--- src/rtl/kvaz_multi_if.sv ---
// CPU-side bus bundle for the kvaz_multi RAM-disk mapper.
// CHW must match the mapper's channel index width.
interface kvaz_multi_if #(
  parameter int unsigned CHW = 3
) ();
  logic           clke;
  logic           cycle_start;
  logic [7:0]     shavv;
  logic [7:0]     port_addr;
  logic [7:0]     data_in;
  logic           iowr;
  logic           iord;
  logic           memwr;
  logic           stack;
  logic           boot;
  logic [7:0]     data_out;
  logic           data_oe;
  logic [CHW+1:0] bigram_addr;
  logic           blk_n;
  logic           conflict;
  logic [7:0]     debug;

  modport master (
    output clke, cycle_start, shavv, port_addr, data_in, iowr, iord, memwr, stack, boot,
    input  data_out, data_oe, bigram_addr, blk_n, conflict, debug
  );

  modport slave (
    input  clke, cycle_start, shavv, port_addr, data_in, iowr, iord, memwr, stack, boot,
    output data_out, data_oe, bigram_addr, blk_n, conflict, debug
  );
endinterface

--- src/rtl/kvaz_multi.sv ---
// Multi-channel RAM-disk memory mapper: decodes each CPU memory cycle against
// per-channel control registers and latches an SDRAM bank {channel, page}.
module kvaz_multi #(
  parameter int unsigned    NCH         = 8,
  parameter logic [7:0]     BASE_PORT   = 8'h10,
  parameter logic [7:0]     STATUS_PORT = 8'h1F,
  parameter bit             BARKAR      = 1'b1,
  parameter int unsigned    CHW         = (NCH > 1) ? $clog2(NCH) : 1,
  parameter logic [CHW+1:0] BOOT_BANK   = {(CHW + 2){1'b1}}
) (
  input logic           clk,
  input logic           reset,
  kvaz_multi_if.slave   bus
);

  typedef enum logic [1:0] {BootOn = 2'b01, BootOff = 2'b10} boot_e;

  logic [7:0]     cr_q [NCH];
  logic [7:0]     cr_d [NCH];
  logic [CHW+1:0] bigram_q, bigram_d;
  logic           blk_n_q, blk_n_d;
  logic           hit_q, hit_d;
  logic [CHW-1:0] last_ch_q, last_ch_d;
  logic           conflict_q, conflict_d;
  logic [7:0]     data_out_q, data_out_d;
  logic           data_oe_q, data_oe_d;
  boot_e          boot_q, boot_d;

  logic [3:0]     nib;
  logic [NCH-1:0] win_hit, stack_hit, claim;
  logic           any_claim, multi_claim, boot_hit, status_rd, found;
  logic [CHW-1:0] win_ch;
  logic [1:0]     win_page;
  logic           unused_shavv;

  assign nib          = bus.shavv[7:4];
  assign unused_shavv = ^bus.shavv[3:0];

  // Per-channel claim and lowest-numbered-winner arbitration
  always_comb begin
    win_hit   = '0;
    stack_hit = '0;
    claim     = '0;
    found     = 1'b0;
    win_ch    = '0;
    win_page  = '0;
    for (int n = 0; n < NCH; n++) begin
      win_hit[n]   = (nib inside {4'hA, 4'hB, 4'hC, 4'hD})
                   | (BARKAR & cr_q[n][6] & (nib[3:1] == 3'b100))
                   | (BARKAR & cr_q[n][7] & (nib[3:1] == 3'b111));
      stack_hit[n] = cr_q[n][4] & bus.stack;
      claim[n]     = stack_hit[n] | (cr_q[n][5] & win_hit[n]);
    end
    for (int n = 0; n < NCH; n++) begin
      if (claim[n] && !found) begin
        found    = 1'b1;
        win_ch   = CHW'(n);
        win_page = stack_hit[n] ? cr_q[n][3:2] : cr_q[n][1:0];
      end
    end
  end

  assign any_claim   = |claim;
  assign multi_claim = $countones(claim) > 1;
  assign boot_hit    = (boot_q == BootOn) & bus.boot & ~bus.shavv[7] & ~bus.memwr
                     & ~bus.iowr & ~bus.iord;
  assign status_rd   = bus.clke & bus.iord & (bus.port_addr == STATUS_PORT);

  always_comb begin
    cr_d       = cr_q;
    bigram_d   = bigram_q;
    blk_n_d    = blk_n_q;
    hit_d      = hit_q;
    last_ch_d  = last_ch_q;
    conflict_d = conflict_q;
    data_out_d = data_out_q;
    data_oe_d  = data_oe_q;
    boot_d     = boot_q;

    if (bus.clke && bus.iowr) begin
      for (int n = 0; n < NCH; n++) begin
        if (bus.port_addr == BASE_PORT + 8'(n)) cr_d[n] = bus.data_in;
      end
    end

    // Decode uses cr_q, so a same-clk write only shows up at the next cycle_start
    if (bus.cycle_start) begin
      hit_d   = any_claim | boot_hit;
      blk_n_d = ~hit_d;
      if (any_claim) begin
        bigram_d  = {win_ch, win_page};
        last_ch_d = win_ch;
      end else if (boot_hit) begin
        bigram_d = BOOT_BANK;
      end else begin
        bigram_d = '0;
      end
    end

    if (bus.cycle_start && multi_claim) conflict_d = 1'b1;
    else if (status_rd)                 conflict_d = 1'b0;

    if (bus.clke) begin
      data_oe_d = 1'b0;
      if (status_rd) begin
        data_out_d = {conflict_q, boot_q == BootOn, 3'b000, 3'(last_ch_q)};
        data_oe_d  = 1'b1;
      end else if (bus.iord) begin
        for (int n = 0; n < NCH; n++) begin
          if (bus.port_addr == BASE_PORT + 8'(n)) begin
            data_out_d = cr_q[n];
            data_oe_d  = 1'b1;
          end
        end
      end
    end

    case (boot_q)
      BootOn: begin
        if (bus.clke && (!bus.boot || (bus.iowr && bus.port_addr == STATUS_PORT
                                       && bus.data_in == 8'hB0))) begin
          boot_d = BootOff;
        end
      end
      default: boot_d = BootOff;
    endcase
  end

  always_ff @(posedge clk) begin
    if (reset) begin
      for (int n = 0; n < NCH; n++) cr_q[n] <= '0;
      bigram_q   <= '0;
      blk_n_q    <= 1'b1;
      hit_q      <= 1'b0;
      last_ch_q  <= '0;
      conflict_q <= 1'b0;
      data_out_q <= '0;
      data_oe_q  <= 1'b0;
      boot_q     <= BootOn;
    end else begin
      cr_q       <= cr_d;
      bigram_q   <= bigram_d;
      blk_n_q    <= blk_n_d;
      hit_q      <= hit_d;
      last_ch_q  <= last_ch_d;
      conflict_q <= conflict_d;
      data_out_q <= data_out_d;
      data_oe_q  <= data_oe_d;
      boot_q     <= boot_d;
    end
  end

  assign bus.bigram_addr = bigram_q;
  assign bus.blk_n       = blk_n_q;
  assign bus.conflict    = conflict_q;
  assign bus.data_out    = data_out_q;
  assign bus.data_oe     = data_oe_q;
  assign bus.debug       = {boot_q, hit_q, conflict_q, 4'(last_ch_q)};

endmodule

--- src/flat_wrapper.sv ---
// flat-port wrapper written by rule: the top's interface ports become plain ports
module kvaz_multi_flat 
#(
  parameter int unsigned    NCH         = 8,
  parameter logic [7:0]     BASE_PORT   = 8'h10,
  parameter logic [7:0]     STATUS_PORT = 8'h1F,
  parameter bit             BARKAR      = 1'b1,
  parameter int unsigned    CHW         = (NCH > 1) ? $clog2(NCH) : 1,
  parameter logic [CHW+1:0] BOOT_BANK   = {(CHW + 2){1'b1}}
)
  (clk, reset, bus_clke, bus_cycle_start, bus_shavv, bus_port_addr, bus_data_in, bus_iowr, bus_iord, bus_memwr, bus_stack, bus_boot, bus_data_out, bus_data_oe, bus_bigram_addr, bus_blk_n, bus_conflict, bus_debug);
  kvaz_multi_if #(.CHW(CHW)) bus_i ();
  input logic clk;
  input logic reset;
  input wire logic [$bits(bus_i.clke)-1:0] bus_clke;
  input wire logic [$bits(bus_i.cycle_start)-1:0] bus_cycle_start;
  input wire logic [$bits(bus_i.shavv)-1:0] bus_shavv;
  input wire logic [$bits(bus_i.port_addr)-1:0] bus_port_addr;
  input wire logic [$bits(bus_i.data_in)-1:0] bus_data_in;
  input wire logic [$bits(bus_i.iowr)-1:0] bus_iowr;
  input wire logic [$bits(bus_i.iord)-1:0] bus_iord;
  input wire logic [$bits(bus_i.memwr)-1:0] bus_memwr;
  input wire logic [$bits(bus_i.stack)-1:0] bus_stack;
  input wire logic [$bits(bus_i.boot)-1:0] bus_boot;
  output wire logic [$bits(bus_i.data_out)-1:0] bus_data_out;
  output wire logic [$bits(bus_i.data_oe)-1:0] bus_data_oe;
  output wire logic [$bits(bus_i.bigram_addr)-1:0] bus_bigram_addr;
  output wire logic [$bits(bus_i.blk_n)-1:0] bus_blk_n;
  output wire logic [$bits(bus_i.conflict)-1:0] bus_conflict;
  output wire logic [$bits(bus_i.debug)-1:0] bus_debug;
  assign bus_i.clke = bus_clke;
  assign bus_i.cycle_start = bus_cycle_start;
  assign bus_i.shavv = bus_shavv;
  assign bus_i.port_addr = bus_port_addr;
  assign bus_i.data_in = bus_data_in;
  assign bus_i.iowr = bus_iowr;
  assign bus_i.iord = bus_iord;
  assign bus_i.memwr = bus_memwr;
  assign bus_i.stack = bus_stack;
  assign bus_i.boot = bus_boot;
  assign bus_data_out = bus_i.data_out;
  assign bus_data_oe = bus_i.data_oe;
  assign bus_bigram_addr = bus_i.bigram_addr;
  assign bus_blk_n = bus_i.blk_n;
  assign bus_conflict = bus_i.conflict;
  assign bus_debug = bus_i.debug;
  kvaz_multi #(.NCH(NCH), .BASE_PORT(BASE_PORT), .STATUS_PORT(STATUS_PORT), .BARKAR(BARKAR), .CHW(CHW), .BOOT_BANK(BOOT_BANK)) u_core (.clk(clk), .reset(reset), .bus(bus_i));
endmodule
--- config.mk ---
export PLATFORM = sky130hd
export DESIGN_NAME = kvaz_multi_flat
export DESIGN_NICKNAME = d
export VERILOG_FILES = /design/src/rtl/kvaz_multi_if.sv /design/src/rtl/kvaz_multi.sv /design/src/flat_wrapper.sv
export SDC_FILE = /design/constraint.sdc
export NUM_CORES = 1
export LEC_CHECK = 0
export CAP_MARGIN = 20
export CORE_ASPECT_RATIO = 0.5
export CORE_MARGIN = 2
export CORE_UTILIZATION = 51
export DETAILED_ROUTE_END_ITERATION = 10
export PLACE_DENSITY = 0.76
export SLEW_MARGIN = 20
export SYNTH_ARGS = -nofsm -noshare
export SYNTH_HDL_FRONTEND = slang
export SYNTH_SLANG_ARGS = --single-unit
--- constraint.sdc ---
create_clock -name clk -period 4.5 [get_ports clk]
set_clock_uncertainty 0.05 [all_clocks]
set_input_delay 1.35 -clock clk [delete_from_list [all_inputs] [get_ports clk]]
set_output_delay 1.35 -clock clk [all_outputs]
set_load 0.02 [all_outputs]
* Word-level counts from Yosys, hierarchy flattened
Cells that the tools add are included.
Storage, ports and cells: register bits 86, bits in latches 0, memory bits (writable) 0, memory bits (read-only) 0, input bits 33, output and inout bits 24, word-level logic and storage cells 203, memories kept 0
Cells by class: add/subtract/negate cells 7, multiply operators 0, div/mod/pow operators 0, magnitude comparators 1, equality and inequality tests 18, shifts and indexed selects 0, mux-type cells 56, bitwise operators 69, reduce and logical (&&, ||, !) cells 36
Operators with widths (number):
- $add A32 B32 Y32 | 3
- $mux W8 | 10
- $eq A8 B5 Y1 const B | 9
- $and A1 B1 Y1 | 39
- $mux W2 | 18
- $gt A32 B2 Y1 const B | 1
- $or A1 B1 Y1 | 25
- $mux W1 | 20
- $mux W3 | 6
- $reduce_and A2 Y1 | 9
- $eq A4 B4 Y1 const B | 4
- $logic_and A1 B1 Y1 | 12
- $mux W5 | 2
- $reduce_bool A9 Y1 | 1
- $add A1 B1 Y2 | 4
- $eq A8 B8 Y1 const B | 1
- $logic_not A1 Y1 | 8
- $reduce_or A8 Y1 | 1
- $eq A3 B3 Y1 const B | 2
- $not A1 Y1 | 5
- $reduce_bool A2 Y1 | 2
- $reduce_bool A4 Y1 | 1
- $reduce_and A3 Y1 | 1
- $eq A2 B1 Y1 const B | 1
- other kinds (2) | 2

* Depth between registers and ports, before layout
depth after elaboration 29, gate-level depth with buffers 16, gate-level depth less buffers 15

* Worst setup path after synthesis
No wires, ideal clock.
kind input port to flip-flop, start point input port bus_shavv[7], end point register u_core.conflict_q (netlist: u_core.bus.conflict), setup time 132 ps, arrival time 4370 ps, setup slack -52 ps, stages 14, cells stage by stage buf_2 -> nand2_1 -> o31ai_1 -> ha_1 -> inv_1 -> fa_1 -> inv_1 -> fa_1 -> ha_1 -> inv_1 -> fa_1 -> nand2_1 -> o21ai_0 -> a21oi_1
Between the ends: longest elaborated chain between the ends 12, elaborated cells between the ends (all ways) 66
RTL lines:
- start: declaration | line flat_wrapper.sv:17 | input wire logic [$bits(bus_i.shavv)-1:0] bus_shavv;
- $eq A4 B4 Y1 / $eq A3 B3 Y1 (equally long branches) | line kvaz_multi.sv:48, kvaz_multi.sv:49
- $reduce_bool A4 Y1 / $and A1 B1 Y1 (equally long branches) | line kvaz_multi.sv:48, kvaz_multi.sv:49
- $or A1 B1 Y1 | line kvaz_multi.sv:49 | | (BARKAR & cr_q[n][6] & (nib[3:1] == 3'b100))
- $or A1 B1 Y1 | line kvaz_multi.sv:50 | | (BARKAR & cr_q[n][7] & (nib[3:1] == 3'b111));
- $and A1 B1 Y1 | line kvaz_multi.sv:52 | claim[n] = stack_hit[n] | (cr_q[n][5] & win_hit[n]);
- $or A1 B1 Y1 | line kvaz_multi.sv:52
- $add A1 B1 Y2 (implied by the code) | line kvaz_multi.sv:64 | assign multi_claim = $countones(claim) > 1;
- $add A32 B32 Y32 (implied by the code) | line kvaz_multi.sv:64
- $add A32 B32 Y32 (implied by the code) * | line kvaz_multi.sv:64
- $gt A32 B2 Y1 * | line kvaz_multi.sv:64
- $logic_and A1 B1 Y1 * | line kvaz_multi.sv:100 | if (bus.cycle_start && multi_claim) conflict_d = 1'b1;
- $mux W1 / $reduce_bool A2 Y1 (equally long branches)
- end signal: assignment | line kvaz_multi.sv:146 | conflict_q <= conflict_d;
- end: declaration | line kvaz_multi.sv:24 | logic conflict_q, conflict_d;
Mark *: on every way between the ends. The rest lies on a longest branch, timed or not. A chain may end at the register's enable or synchronous reset.

* Final worst setup path
start point input port bus_shavv[6], end point register u_core.conflict_q (netlist: u_core.bus.conflict)
The elaborated chain is that of the path after synthesis.

==> flow_summary.toml <==
[sta]
min_period_over_period_pct = 96.2
slew_headroom_pct = 41.2
setup_viol = 0
hold_violations = 0
hold_ws_ns = 0.404
fmax_mhz = 231
period_minus_slack_ns = 4.33
tightest_slew_ns = 0.882
report.final.slew_viol_count = 0

[drt]
post-route-drc-count = 0
finalWirelength_mm = 18.2
dr.pass1.iters = 5
post_drt_wl_per_cell_um = 21.0
vias_per_cell = 6.17
drtAntennaViolNets = 0
first_iter_violations = 646
vias = 5352

[synth]
ys_types = 64
synthCells = 644
yosys-top-cells-area = "dfxtp_1, mux2i_1, nand2_1"
syn_nets = 694
yosys.area.top_type = "dfxtp_1"
synth_edf_count = 0
ys_seq_area_share_pct = 33.8
netlist_area_um2 = 5090
ys.flop_type = "dfxtp_1"
async_flop_share_pct = 0
synth_top_area_share_pct = 33.8
syn_avg_cell_area_um2 = 7.91
ys_seq_elements = 86
yosys_warnings = 0

[final_layout]
antenna_cells = 0
register_area_um2 = 1720
final.fill_count = 832
drive_above_1_share_pct = 18.1
syn_to_final_growth_pct = 28.3
num-nets-final = 778
multi_input_area_um2 = 3150
final_cells = 868

[global_routing]
gr-usage-met3_pct = 13.0
use_met1_pct = 47.7
grt_max_degree = 47
track_usage_pct = 34.1
grt_pass1_vias = 4864
use_met2_pct = 50.0
grt-ovfl-total = 0
grt_pass1_wl_mm = 27.9
busiest_layer = "met2"
antenna_found_initial = 0

[status]
status = "finished, final reports clean"

[min_path]
hp-class = "flip-flop to flip-flop"
hold_end = "u_core.bus.blk_n"
hp-start = "u_core.bus.blk_n"
whs_path_depth = 2

[critical_path]
crit_required_ns = 4.64
r2r_setup_slack_ns = 1.09
cp_data_arrival_time_ns = 4.46
rr_startpoint = "u_core.cr_q[23]"
end_kind = "flip-flop"
cp-start-kind = "primary input"
crit_type = "primary input to flip-flop"
rr_worst_depth = 14
worstReg2RegEnd = "u_core.bus.conflict"
crit_fanout = 8

[cts]
path_clk_slew_ns = 0.06
cts_made_buffers = 9
cts_hold_buf = 0
clk_path_buf_depth = 2
htreeDepth = 3
cts_tree = "built"
clk_latency_ns = 0.35
clock-sinks = 86
cts_root_buffer = "clkbuf_16"

[pwr]
p_leak_nw = 2.42
ir_drop_mv = 0.206
powerDensity_nw_per_um2 = 270

[die]
coreArea_um2 = 9570
die_h_um = 74.7
ioPinCount = 57
die_w_um = 145
die-area_um2 = 10900
initial_core_util_pct = 53.2
placementRows = 25

[place]
dp_hpwl_mm = 13.5
place.port_buffers = 50
dp.cells = 846
place.gp.congestion = 1.02

[job]
max-cap-violations = 0
worst max path at each step:
| stage | from | to | slack [ns] | cells after the start |
|---|---|---|---|---|
| after floorplan | bus_shavv[7] | u_core.bus.conflict | 0.04 | 14 |
| after global placement | bus_shavv[7] | u_core.bus.conflict | -0.64 | 16 |
| after detailed placement | bus_shavv[7] | u_core.bus.conflict | -0.74 | 16 |
| after CTS | bus_shavv[6] | u_core.bus.conflict | 0.02 | 17 |
| after global routing | bus_shavv[6] | u_core.bus.conflict | -0.003 | 17 |
| final | bus_shavv[6] | u_core.bus.conflict | 0.17 | 17 |
registers in the layout, indices dropped and copies added (netlist names):
register                count
u_core.boot_q               2
u_core.bus.bigram_addr      5
u_core.bus.blk_n            1
u_core.bus.conflict         1
u_core.bus.data_oe          1
u_core.bus.data_out         8
u_core.cr_q                64
u_core.hit_q                1
u_core.last_ch_q            3
layout by cell type, fill, tap and decap left out, drive strengths merged, types with 5 or more instances in the layout:
cell / n
nand2: 96
dfxtp: 86
buf: 72
a21oi: 66
nor2: 59
clkdlybuf4s50: 45
mux2i: 44
inv: 30
o21ai: 23
nor3: 21
clkbuf: 13
ha: 13
o22ai: 12
nand3: 11
a31oi: 9
nand2b: 9
mux2: 9
or3: 9
nor2b: 8
and3b: 6
or2: 6
a221o: 5
o22a: 5
o31ai: 5
synth_stat cells (all sizes together), types with 5 or more instances:
cell    count
nand2      96
o22ai      12
dfxtp      86
buf        14
nand2b      9
mux2i      44
a221o       5
o22a        5
or2         6
nor3       21
clkbuf     34
o21ai      23
nor2b       8
a21oi      66
nor2       59
mux2        9
o31ai       5
or3         9
and3b       6
nand3      11
inv        28
a31oi       9
ha         13
what timing repair did:
| action | CTS | global route |
|---|---|---|
| endpoints found under the setup margin | 1 | 1 |
| setup buffers | 2 | 2 |
| gates resized for setup | 12 | 23 |
| cloned | 1 | 1 |
| pin swaps | 1 | 8 |
power by group:
group,internal [mW],total [mW],switching [mW]
sequential,0.764,0.766,0.00198
combinational,0.0706,0.177,0.107
clock,0.492,0.819,0.327
total,1.33,1.76,0.436
routing by layer:
layer | up-vias | share of wire (%)
met5 | - | 0
met4 | 0 | 1.9
met3 | 30 | 14
met2 | 354 | 40
met1 | 2531 | 44
li1 | 2437 | -
cell families (layout without fill, tap and decap cells):
family                   Yosys count  count (layout)  share of synthesized area [%]
AND/OR/NAND/NOR                  251             251                           25.0
AO/OA/AOI/OAI                    160             160                           19.7
flip-flops                        86              86                           33.8
buffers and inverters             76             165                           6.07
multiplexers                      53              53                           10.6
adder cells (fa/ha/maj)           17              17                           4.76
other                              1               1                         0.0736
per-stage QoR:
| step | TNS, ns | area [um^2] | power [mW] | util (%) | setup slack, ns |
|---|---|---|---|---|---|
| CTS | 0 | 6450 | 1.75 | 67.4 | 0.0219 |
| floorplan | 0 | 5100 | 0.867 | - | 0.0393 |
| finish | 0 | 6540 | 1.76 | 68.3 | 0.172 |
| detailed placement | -0.737 | 6070 | 0.947 | 63.5 | -0.737 |
| global placement | -0.639 | 6070 | 0.946 | 63.5 | -0.639 |
| global route | -0.00317 | 6540 | 1.80 | 68.3 | -0.00317 |
final cells by class:
cell class | instances | share of cell area [%]
multi-input combinational | 482 | 48.1
clock inverter | 6 | 1.44
timing repair buffer | 121 | 16.4
sequential | 86 | 26.3
clock buffer | 10 | 3.50
inverter | 28 | 1.61
tap | 135 | 2.58
critical path, cell delays in order:
cell and delay [ns]:
clkbuf_2 0.12, buf_6 0.14, buf_6 0.13, and3b_1 0.18, o31ai_2 0.20, buf_4 0.16, ha_4 0.12, inv_2 0.03
fa_1 0.55, inv_2 0.04, fa_1 0.50, ha_2 0.16, inv_1 0.05, fa_1 0.48, nand2_1 0.05, o21ai_1 0.13
a21oi_1 0.07
Note: power is estimated with default switching activity, not from simulation.
